===== src/rtl/muldiv_unit.sv =====
// muldiv_unit: multi-cycle multiply/divide unit for the mini-MIPS datapath.
//
// Executes mult/multu (iterative shift-add) and div/divu (restoring divide)
// over WIDTH iteration cycles, then applies sign correction and writes the
// HI/LO registers. mfhi/mflo reads are served combinationally on 'result'.
//
// Ports:
//   clk    - system clock, rising-edge
//   reset  - asynchronous, active-high reset
//   start  - operation request, sampled only while idle
//   aluop  - ALU op class from controller (2'b10 = R-type)
//   funct  - instruction funct field
//   a, b   - operands rs / rt
//   busy   - high while an operation is in flight
//   done   - one-cycle pulse after HI/LO are written
//   dz     - divide-by-zero flag, valid with done, held until next start
//   hi, lo - HI/LO result registers
//   result - mfhi/mflo read mux output (0 for any other instruction)
module muldiv_unit #(
  parameter  int WIDTH = 8,
  localparam int CW    = $clog2(WIDTH + 1)
) (
  input  logic             clk,
  input  logic             reset,
  input  logic             start,
  input  logic [1:0]       aluop,
  input  logic [5:0]       funct,
  input  logic [WIDTH-1:0] a,
  input  logic [WIDTH-1:0] b,
  output logic             busy,
  output logic             done,
  output logic             dz,
  output logic [WIDTH-1:0] hi,
  output logic [WIDTH-1:0] lo,
  output logic [WIDTH-1:0] result
);

  localparam logic [1:0] S_IDLE = 2'd0;
  localparam logic [1:0] S_CALC = 2'd1;
  localparam logic [1:0] S_FIX  = 2'd2;

  localparam logic [5:0] F_MFHI = 6'b010000;
  localparam logic [5:0] F_MFLO = 6'b010010;

  localparam logic [CW-1:0] LAST_ITER = CW'(WIDTH - 1);

  logic [1:0]         state;
  logic [CW-1:0]      cnt;
  logic               is_div;
  logic               neg_res;   // sign of product / quotient
  logic               neg_rem;   // sign of remainder (dividend sign)
  logic               divzero;
  logic [WIDTH-1:0]   opb;       // multiplicand or divisor magnitude
  logic [WIDTH-1:0]   a_raw;     // dividend as latched, for divide-by-zero
  logic [2*WIDTH-1:0] acc;       // {upper, lower} working register

  // Operation decode: funct 0110xx covers mult, multu, div, divu.
  logic accept;
  logic op_signed;
  logic a_neg, b_neg;
  logic [WIDTH-1:0] a_mag, b_mag;

  assign accept    = start && (state == S_IDLE) && (aluop == 2'b10) &&
                     (funct[5:2] == 4'b0110);
  assign op_signed = ~funct[0];
  assign a_neg     = op_signed & a[WIDTH-1];
  assign b_neg     = op_signed & b[WIDTH-1];
  assign a_mag     = a_neg ? (~a + 1'b1) : a;
  assign b_mag     = b_neg ? (~b + 1'b1) : b;

  // One shift-add multiply step: conditionally add the multiplicand to the
  // upper half (keeping the carry), then shift the whole register right.
  logic [WIDTH:0]     mul_sum;
  logic [2*WIDTH-1:0] mul_next;

  // One restoring-divide step: shift the next dividend bit into the partial
  // remainder and try to subtract the divisor; the extra top bit is the borrow.
  logic [WIDTH+1:0]   div_trial;
  logic [2*WIDTH-1:0] div_next;

  // Sign-corrected results applied at the FIX edge.
  logic [2*WIDTH-1:0] prod_fix;
  logic [WIDTH-1:0]   quo_fix;
  logic [WIDTH-1:0]   rem_fix;

  always_comb begin
    // NOTE: every signal assigned here gets a default first so no path
    // leaves it unassigned, which would otherwise infer a latch.
    mul_sum   = '0;
    mul_next  = '0;
    div_trial = '0;
    div_next  = '0;
    prod_fix  = '0;
    quo_fix   = '0;
    rem_fix   = '0;

    mul_sum  = {1'b0, acc[2*WIDTH-1:WIDTH]} + (acc[0] ? {1'b0, opb} : '0);
    mul_next = {mul_sum, acc[WIDTH-1:1]};

    div_trial = {1'b0, acc[2*WIDTH-1:WIDTH], acc[WIDTH-1]} - {2'b00, opb};
    if (div_trial[WIDTH+1])
      div_next = {acc[2*WIDTH-2:0], 1'b0};
    else
      div_next = {div_trial[WIDTH-1:0], acc[WIDTH-2:0], 1'b1};

    prod_fix = neg_res ? (~acc + 1'b1) : acc;
    quo_fix  = neg_res ? (~acc[WIDTH-1:0] + 1'b1) : acc[WIDTH-1:0];
    rem_fix  = neg_rem ? (~acc[2*WIDTH-1:WIDTH] + 1'b1) : acc[2*WIDTH-1:WIDTH];
  end

  // NOTE: sequential state uses non-blocking assignments only, so every
  // register samples pre-edge values regardless of statement order.
  always_ff @(posedge clk or posedge reset) begin
    if (reset) begin
      // NOTE: working registers are reset too, so an abandoned operation
      // leaves no stale state behind for the next one.
      state   <= S_IDLE;
      cnt     <= '0;
      is_div  <= 1'b0;
      neg_res <= 1'b0;
      neg_rem <= 1'b0;
      divzero <= 1'b0;
      opb     <= '0;
      a_raw   <= '0;
      acc     <= '0;
      hi      <= '0;
      lo      <= '0;
      done    <= 1'b0;
      dz      <= 1'b0;
    end else begin
      done <= 1'b0;
      case (state)
        S_IDLE: begin
          if (accept) begin
            state   <= S_CALC;
            cnt     <= '0;
            is_div  <= funct[1];
            neg_res <= a_neg ^ b_neg;
            neg_rem <= a_neg;
            divzero <= funct[1] && (b == '0);
            a_raw   <= a;
            dz      <= 1'b0;
            if (funct[1]) begin
              acc <= {{WIDTH{1'b0}}, a_mag};
              opb <= b_mag;
            end else begin
              acc <= {{WIDTH{1'b0}}, b_mag};
              opb <= a_mag;
            end
          end
        end
        S_CALC: begin
          acc <= is_div ? div_next : mul_next;
          cnt <= cnt + 1'b1;
          if (cnt == LAST_ITER)
            state <= S_FIX;
        end
        S_FIX: begin
          state <= S_IDLE;
          done  <= 1'b1;
          dz    <= divzero;
          if (!is_div) begin
            hi <= prod_fix[2*WIDTH-1:WIDTH];
            lo <= prod_fix[WIDTH-1:0];
          end else if (divzero) begin
            hi <= a_raw;
            lo <= '1;
          end else begin
            hi <= rem_fix;
            lo <= quo_fix;
          end
        end
        default: state <= S_IDLE;
      endcase
    end
  end

  assign busy = (state != S_IDLE);

  always_comb begin
    result = '0;
    if (aluop == 2'b10) begin
      if (funct == F_MFHI)
        result = hi;
      else if (funct == F_MFLO)
        result = lo;
    end
  end

endmodule


===== config.mk =====
export PLATFORM = sky130hd
export DESIGN_NAME = muldiv_unit
export DESIGN_NICKNAME = d
export VERILOG_FILES = /design/src/rtl/muldiv_unit.sv
export SDC_FILE = /design/constraint.sdc
export NUM_CORES = 1
export LEC_CHECK = 0
export BUFFER_PORTS_ARGS = -buffer_cell sky130_fd_sc_hd__buf_4
export CORE_UTILIZATION = 59
export CTS_BUF_LIST = sky130_fd_sc_hd__clkbuf_16
export CTS_CLUSTER_SIZE = 28
export DETAILED_ROUTE_END_ITERATION = 8
export GPL_ROUTABILITY_DRIVEN = 0
export GPL_TIMING_DRIVEN = 0
export MAX_ROUTING_LAYER = met4
export PLACE_DENSITY = 0.81
export RECOVER_POWER = 50
export REMOVE_ABC_BUFFERS = 1
export SYNTH_ARGS = -nofsm -noshare
export SYNTH_HDL_FRONTEND = slang
export SYNTH_SLANG_ARGS = --single-unit
export TNS_END_PERCENT = 1

===== constraint.sdc =====
create_clock -name clk -period 5.4 [get_ports clk]
set_clock_uncertainty 0.05 [all_clocks]
set_input_delay 0.27 -clock clk [delete_from_list [all_inputs] [get_ports clk]]
set_output_delay 0.27 -clock clk [all_outputs]
set_load 0.005 [all_outputs]

==> impl_metrics.py, run 1 <==
metrics = {
    "floorplan": {
        "initial_core_util": 0.611,
        "coreArea_mm2": 0.00725,
        "die_h_um": 88.6,
        "ios": 54,
        "die-area_mm2": 0.00786,
        "die_w_um": 88.6,
        "rows": 31,
    },
    "route": {
        "num_vias": 4151,
        "drtIter0Drc": 287,
        "wl_per_cell_um": 17.7,
        "dr.pass1.iters": 5,
        "drc": 0,
        "antenna_violating_nets_post_route": 0,
        "routed_via_density": 6.21,
        "wl_um": 11800,
    },
    "cells_and_area": {
        "layout_common_cells": "63 x nand2_1, 60 x dfrtp_1, 57 x nor2_1",
        "final_common_cell": "nand2_1",
        "fillers": 561,
        "multi_input_area_mm2": 0.00273,
        "fin_nets": 614,
        "area.sequential_mm2": 0.00150,
        "drive_gt1_frac": 0.144,
        "design_area_mm2": 0.00518,
        "areaGrowthSynthToFinish_pct": 17.1,
        "diodes": 0,
    },
    "timing": {
        "relSlewSlack": -0.161,
        "slew_viol_final": 32,
        "fmax_mhz": 294,
        "finalCriticalPeriod_ps": 3400,
        "finalCritPeriodShare": 0.630,
        "tightest_slew_ps": 1740,
        "hold_viol": 0,
        "setup_viol": 0,
        "rsz0062_at_grt": "false",
        "tns_ps": 0,
    },
    "synth": {
        "ys.flop_type": "dfrtp_1",
        "synth_top_cell_area_share": 0.339,
        "syn-instance-count": 523,
        "ys_ff_latch": 60,
        "syn_avg_cell_area_um2": 8.47,
        "synth_area_leaders": "dfrtp_1 34%, mux2i_1 6.3%, ha_1 5.9%",
        "synth_cell_types": 67,
        "netlist_area_mm2": 0.00443,
        "synth_edf_count": 0,
        "yosysTopAreaCell": "dfrtp_1",
        "yosysSeqAreaShare": 0.339,
        "yosys_warnings": 0,
        "async_flop_share": 1.00,
    },
    "global_routing": {
        "grt-ovfl-total": 0,
        "grt_max_degree": 32,
        "grt_pass1_wl_um": 18700,
        "grt_use_total": 0.330,
        "first_global_vias": 3888,
        "grt_antenna_before_repair": 0,
    },
    "clock_tree": {
        "cts_tree": "built",
        "postCtsHoldBufs": 0,
        "cts-root-buf": "clkbuf_16",
        "clock-sinks": 60,
        "clkTransAtPathRegs_ps": 50,
        "htree_num_levels": 3,
        "post_cts_buffers": 0,
        "cts_resized": 0,
        "cts_max_path_buffers": 2,
        "cts_buffers": 9,
        "clk_latency_ps": 330,
    },
    "setup_path": {
        "path_buf_inv": 0,
        "cp_cell_sequence": "nor2b_1 > a31oi_2 > nor2_2 > nand2_1 > o22a_1 > o21ai_1",
        "endpoint_kind": "flop",
        "cp_max_fo": 16,
        "path_class": "flop to flop",
        "crit_arrival_ps": 3600,
        "max_stage_delay_ps": 970,
        "cpMaxStageDelayCell": "nor2b_1",
        "cp.required_ps": 5600,
        "cpLargestDelayFamily": "simple AND/OR/NAND/NOR gates",
        "startpoint_type": "flop",
    },
    "power": {
        "ir_drop_uv": 273,
        "leakagePower_nw": 2.32,
        "powerDensity_mw_per_mm2": 677,
    },
    "hold_path": {
        "hold_path.class": "input pin to flop",
    },
    "placed_design": {
        "dp_hpwl_um": 8560,
        "placed_area_mm2": 0.00487,
        "portBuffers": 53,
    },
    "flow_run": {
        "cap_violations": 1,
    },
    "outcome": {
        "status": "finished, violations left",
        "violations": "max-capacitance violations, max-slew violations",
    },
}
## synthesized netlist by cell type, types with 3 or more instances
cell type,count
nand2_1,63
xor2_1,12
o31ai_1,5
o211ai_1,8
a31oi_1,7
ha_1,21
o21ai_0,18
o221ai_1,7
nor2b_1,7
mux2_1,5
o21ai_1,33
dfrtp_1,60
a21oi_1,28
o21a_1,5
clkbuf_1,18
nor3_1,11
inv_1,24
nand3_1,3
nand2b_1,7
xnor2_1,26
mux2i_1,28
and2_1,3
a211oi_1,5
nor2_1,57
nand4_1,4
## path summary, 6_finish.rpt
check / slack [ps] / cells after the start / from / end
setup reg to reg: 2000 / 6 / state[1]$_DFFE_PP0P_ / opb[7]$_DFFE_PP0P_
max in group asynchronous: 2910 / 3 / reset / a_raw[5]$_DFFE_PP0P_
hold / removal: 110 / 3 / a[4] / a_raw[4]$_DFFE_PP0P_
min in group asynchronous: 200 / 2 / reset / acc[15]$_DFFE_PP0P_
setup / recovery: 2000 / 6 / state[1]$_DFFE_PP0P_ / opb[7]$_DFFE_PP0P_
hold reg to reg: 420 / 1 / cnt[3]$_DFFE_PP0P_ / state[1]$_DFFE_PP0P_
## cell type report
class,count,share of cell area
multi-input cells,412,0.526
clock buffers,9,0.0434
inverters,27,0.0195
clock inverters,7,0.0205
well taps,99,0.0239
flip-flops and latches,60,0.290
repair buffers,54,0.0767
## registers in the layout, summed over array words and instances (netlist names), 2 cells and up
signal	count
a_raw	8
opb	8
state	2
acc	16
lo	8
hi	8
cnt	4
## worst min-delay path, delay by kind of cell
family	cells	cell delay, ps
buffers and inverters	1	100
AND/OR/NAND/NOR	2	90
## stage by stage
stage / hold WS [ps] / instances / power (mW) / util / worst slack (ps)
after CTS: 17.2 / 668 / 3.49 / 0.718 / 2080
after detailed placement: 363 / 652 / 2.81 / 0.672 / 2190
after floorplan: 316 / 499 / 2.28 / - / 2950
final: 113 / 668 / 3.51 / 0.715 / 2000
after global placement: 410 / 651 / 2.72 / 0.668 / 2050
after global routing: 119 / 668 / 3.76 / 0.715 / 1890
## report_power, final
part / total, mW / leakage [nW] / internal (mW) / switching (mW)
clock network: 0.650 / 0.166 / 0.445 / 0.205
logic: 1.87 / 1.43 / 0.852 / 1.01
registers: 0.995 / 0.723 / 0.666 / 0.329
## routing by layer
layer  global-route usage  share of wire  vias to the layer above
met5                    -              0                        -
met4                0.157          0.027                        0
met3               0.0401          0.055                       32
met2                0.534           0.48                      180
met1                0.409           0.44                     2003
li1                     -              -                     1936
## cells by family (layout without fill, tap and decap cells)
group                      Yosys count  after routing  synth area share
buffers and inverters               51             97            0.0463
muxes                               35             35            0.0811
xor gates and xnor gates            38             38            0.0751
AOI/OAI and AO/OA                  143            143             0.208
DFF                                 60             60             0.339
and+or+nand+nor                    173            173             0.182
adders and majority gates           23             23            0.0684
No activity file was read; power rests on OpenSTA's default activity.
==> inputs of run 2 (changes only) <==
==> constraint.sdc (replaced) <==
create_clock -name clk -period 3.2 [get_ports clk]
set_clock_uncertainty 0.05 [all_clocks]
set_input_delay 0.16 -clock clk [delete_from_list [all_inputs] [get_ports clk]]
set_output_delay 0.16 -clock clk [all_outputs]
set_load 0.005 [all_outputs]
==> run 2 against run 1 <==
Net effect: the flow now finishes without violations; worst setup slack worse by 1800 ps; sequential power is 69% higher; critical path depth unchanged; global-route usage hardly changed; final cell count increased by 0.30%; combinational power increased by 68%; first-iteration DRC count rose by 15%; routed wire length shrank 0.43%; clock power up 69%; count of clock-buffer cells in the layout did not move; sequential cell count is the same; core utilization grew 0.43 points; critical path type unchanged; largest cell class unchanged.
==> impl_metrics.py, run 2 (synthesized netlist as in run 1, its figures left out) <==
metrics = {
    "outcome": {
        "status": "complete, no violations",
    },
    "floorplan": {
        "ios": 54,
        "rows": 31,
        "initial_core_util": 0.611,
        "die-area_mm2": 0.00786,
        "die_w_um": 88.6,
        "die_h_um": 88.6,
        "coreArea_mm2": 0.00725,
    },
    "timing": {
        "tightest_slew_ps": 1220,
        "slew_viol_final": 0,
        "hold_viol": 0,
        "finalCritPeriodShare": 0.929,
        "fmax_mhz": 336,
        "setup_viol": 0,
        "finalCriticalPeriod_ps": 2970,
        "rsz0062_at_grt": "false",
        "fin_ws_ps": 227,
        "relSlewSlack": 0.188,
    },
    "cells_and_area": {
        "design_area_mm2": 0.00522,
        "fin_util": 0.719,
        "finalNonFillerCells": 670,
        "diodes": 0,
        "areaGrowthSynthToFinish_pct": 17.8,
        "drive_gt1_frac": 0.144,
        "fin_nets": 616,
        "largest_reg_flops": 16,
        "fillers": 562,
        "layout_common_cells": "63 x nand2_1, 60 x dfrtp_1, 57 x nor2_1",
        "regMostFlops": "acc",
        "final_common_cell": "nand2_1",
    },
    "global_routing": {
        "grt_max_degree": 32,
        "grt_antenna_before_repair": 0,
        "use_met1": 0.409,
        "top_usage_layer": "met2",
        "grt_use_total": 0.330,
        "first_global_vias": 3899,
        "grt_use_met2": 0.536,
        "grt_pass1_wl_um": 18700,
        "grtUsageMet3": 0.0401,
        "grt-ovfl-total": 0,
    },
    "clock_tree": {
        "cts-root-buf": "clkbuf_16",
        "clk_latency_ps": 340,
        "cts_buffers": 9,
        "clkTransAtPathRegs_ps": 50,
        "post_cts_buffers": 0,
        "clock-sinks": 60,
        "cts_tree": "built",
        "cts_max_path_buffers": 2,
        "htree_num_levels": 3,
    },
    "power": {
        "internal_power_mw": 3.31,
        "total_power_mw": 5.91,
        "switching_share": 0.440,
        "ir_drop_uv": 466,
        "comb_power_share": 0.531,
        "leakagePower_nw": 2.33,
        "powerDensity_mw_per_mm2": 1130,
        "seqPwrFrac": 0.283,
        "p_clk_frac": 0.186,
        "power.switching_mw": 2.60,
    },
    "setup_path": {
        "cp.required_ps": 3400,
        "rr_worst_depth": 6,
        "startpoint_type": "flop",
        "endpoint_kind": "flop",
        "max_stage_delay_ps": 700,
        "cp.depth": 6,
        "crit_arrival_ps": 3180,
        "cpMaxStageDelayCell": "nor2_2",
        "r2r_slack_ps": 230,
        "path_class": "flop to flop",
        "cp_cell_sequence": "nor2b_2 > a31oi_2 > nor2_2 > nand2_1 > o22a_1 > o21ai_1",
        "cpLargestDelayFamily": "simple AND/OR/NAND/NOR gates",
        "cp_max_fo": 16,
        "path_buf_inv": 0,
    },
    "route": {
        "wl_per_cell_um": 17.6,
        "drtIter0Drc": 331,
        "drc": 0,
        "dr.pass1.iters": 5,
        "num_vias": 4128,
        "antenna_violating_nets_post_route": 0,
        "wl_um": 11800,
        "routed_via_density": 6.16,
    },
    "hold_path": {
        "hold_path.class": "input pin to flop",
        "worstHoldPathCells": 2,
    },
    "placed_design": {
        "dp_hpwl_um": 8560,
        "portBuffers": 53,
        "placed_area_mm2": 0.00487,
        "dp.cells": 652,
        "preCtsSetupSlack_ps": -6.11,
    },
    "flow_run": {
        "cap_violations": 0,
    },
}
run 2: cell count changes in the layout (fill, tap and decap cells not counted), sizes merged:
cell,before,now
clkbuf,24,28
dlygate4sd3,0,2
buf,39,35
run 2: power groups by stage:
stage                     registers (mW)  logic (mW)  clock network [mW]
final                               1.68        3.14                1.10
after global routing                1.73        3.48                1.13
after CTS                           1.66        3.13                1.09
after detailed placement            1.67        3.08                   0
after global placement              1.64        2.96                   0
after floorplan                     1.52        2.33                   0
run 2: final cells by class:
type / count / area, um2 / area share
Clock buffer: 9 / 225 / 0.0432
Clock inverter: 7 / 106 / 0.0204
Inverter: 27 / 101 / 0.0194
Multi-Input combinational cell: 412 / 2730 / 0.524
Sequential cell: 60 / 1500 / 0.288
Tap cell: 99 / 124 / 0.0237
Timing Repair Buffer: 56 / 427 / 0.0818
run 2: stage by stage:
step | TNS, ps | hold WS, ps
CTS | 0 | 7.91
detailed placement | -6.11 | 253
floorplan | 0 | 206
finish | 0 | 2.31
global route | 0 | 27.8
global placement | -490 | 332
run 2: path summary, 6_finish.rpt:
path,end,startpoint
max in group asynchronous,a_raw[7]$_DFFE_PP0P_,reset
max reg2reg,opb[7]$_DFFE_PP0P_,state[1]$_DFFE_PP0P_
min in group asynchronous,acc[15]$_DFFE_PP0P_,reset
min,neg_res$_DFFE_PP0P_,funct[0]
min reg2reg,state[1]$_DFFE_PP0P_,cnt[3]$_DFFE_PP0P_
max,opb[7]$_DFFE_PP0P_,state[1]$_DFFE_PP0P_
run 2: what timing repair did:
item	4_1_cts	5_1_grt
hold buffers	2	0
setup endpoints to repair	6	0
endpoints found under the hold margin	30	0
resized for setup	1	0
run 2: routing by layer:
| layer | vias to the layer above | part of all wire |
|---|---|---|
| li1 | 1945 | - |
| met4 | 0 | 0.029 |
| met1 | 1979 | 0.43 |
| met2 | 168 | 0.48 |
| met5 | - | 0 |
| met3 | 36 | 0.062 |
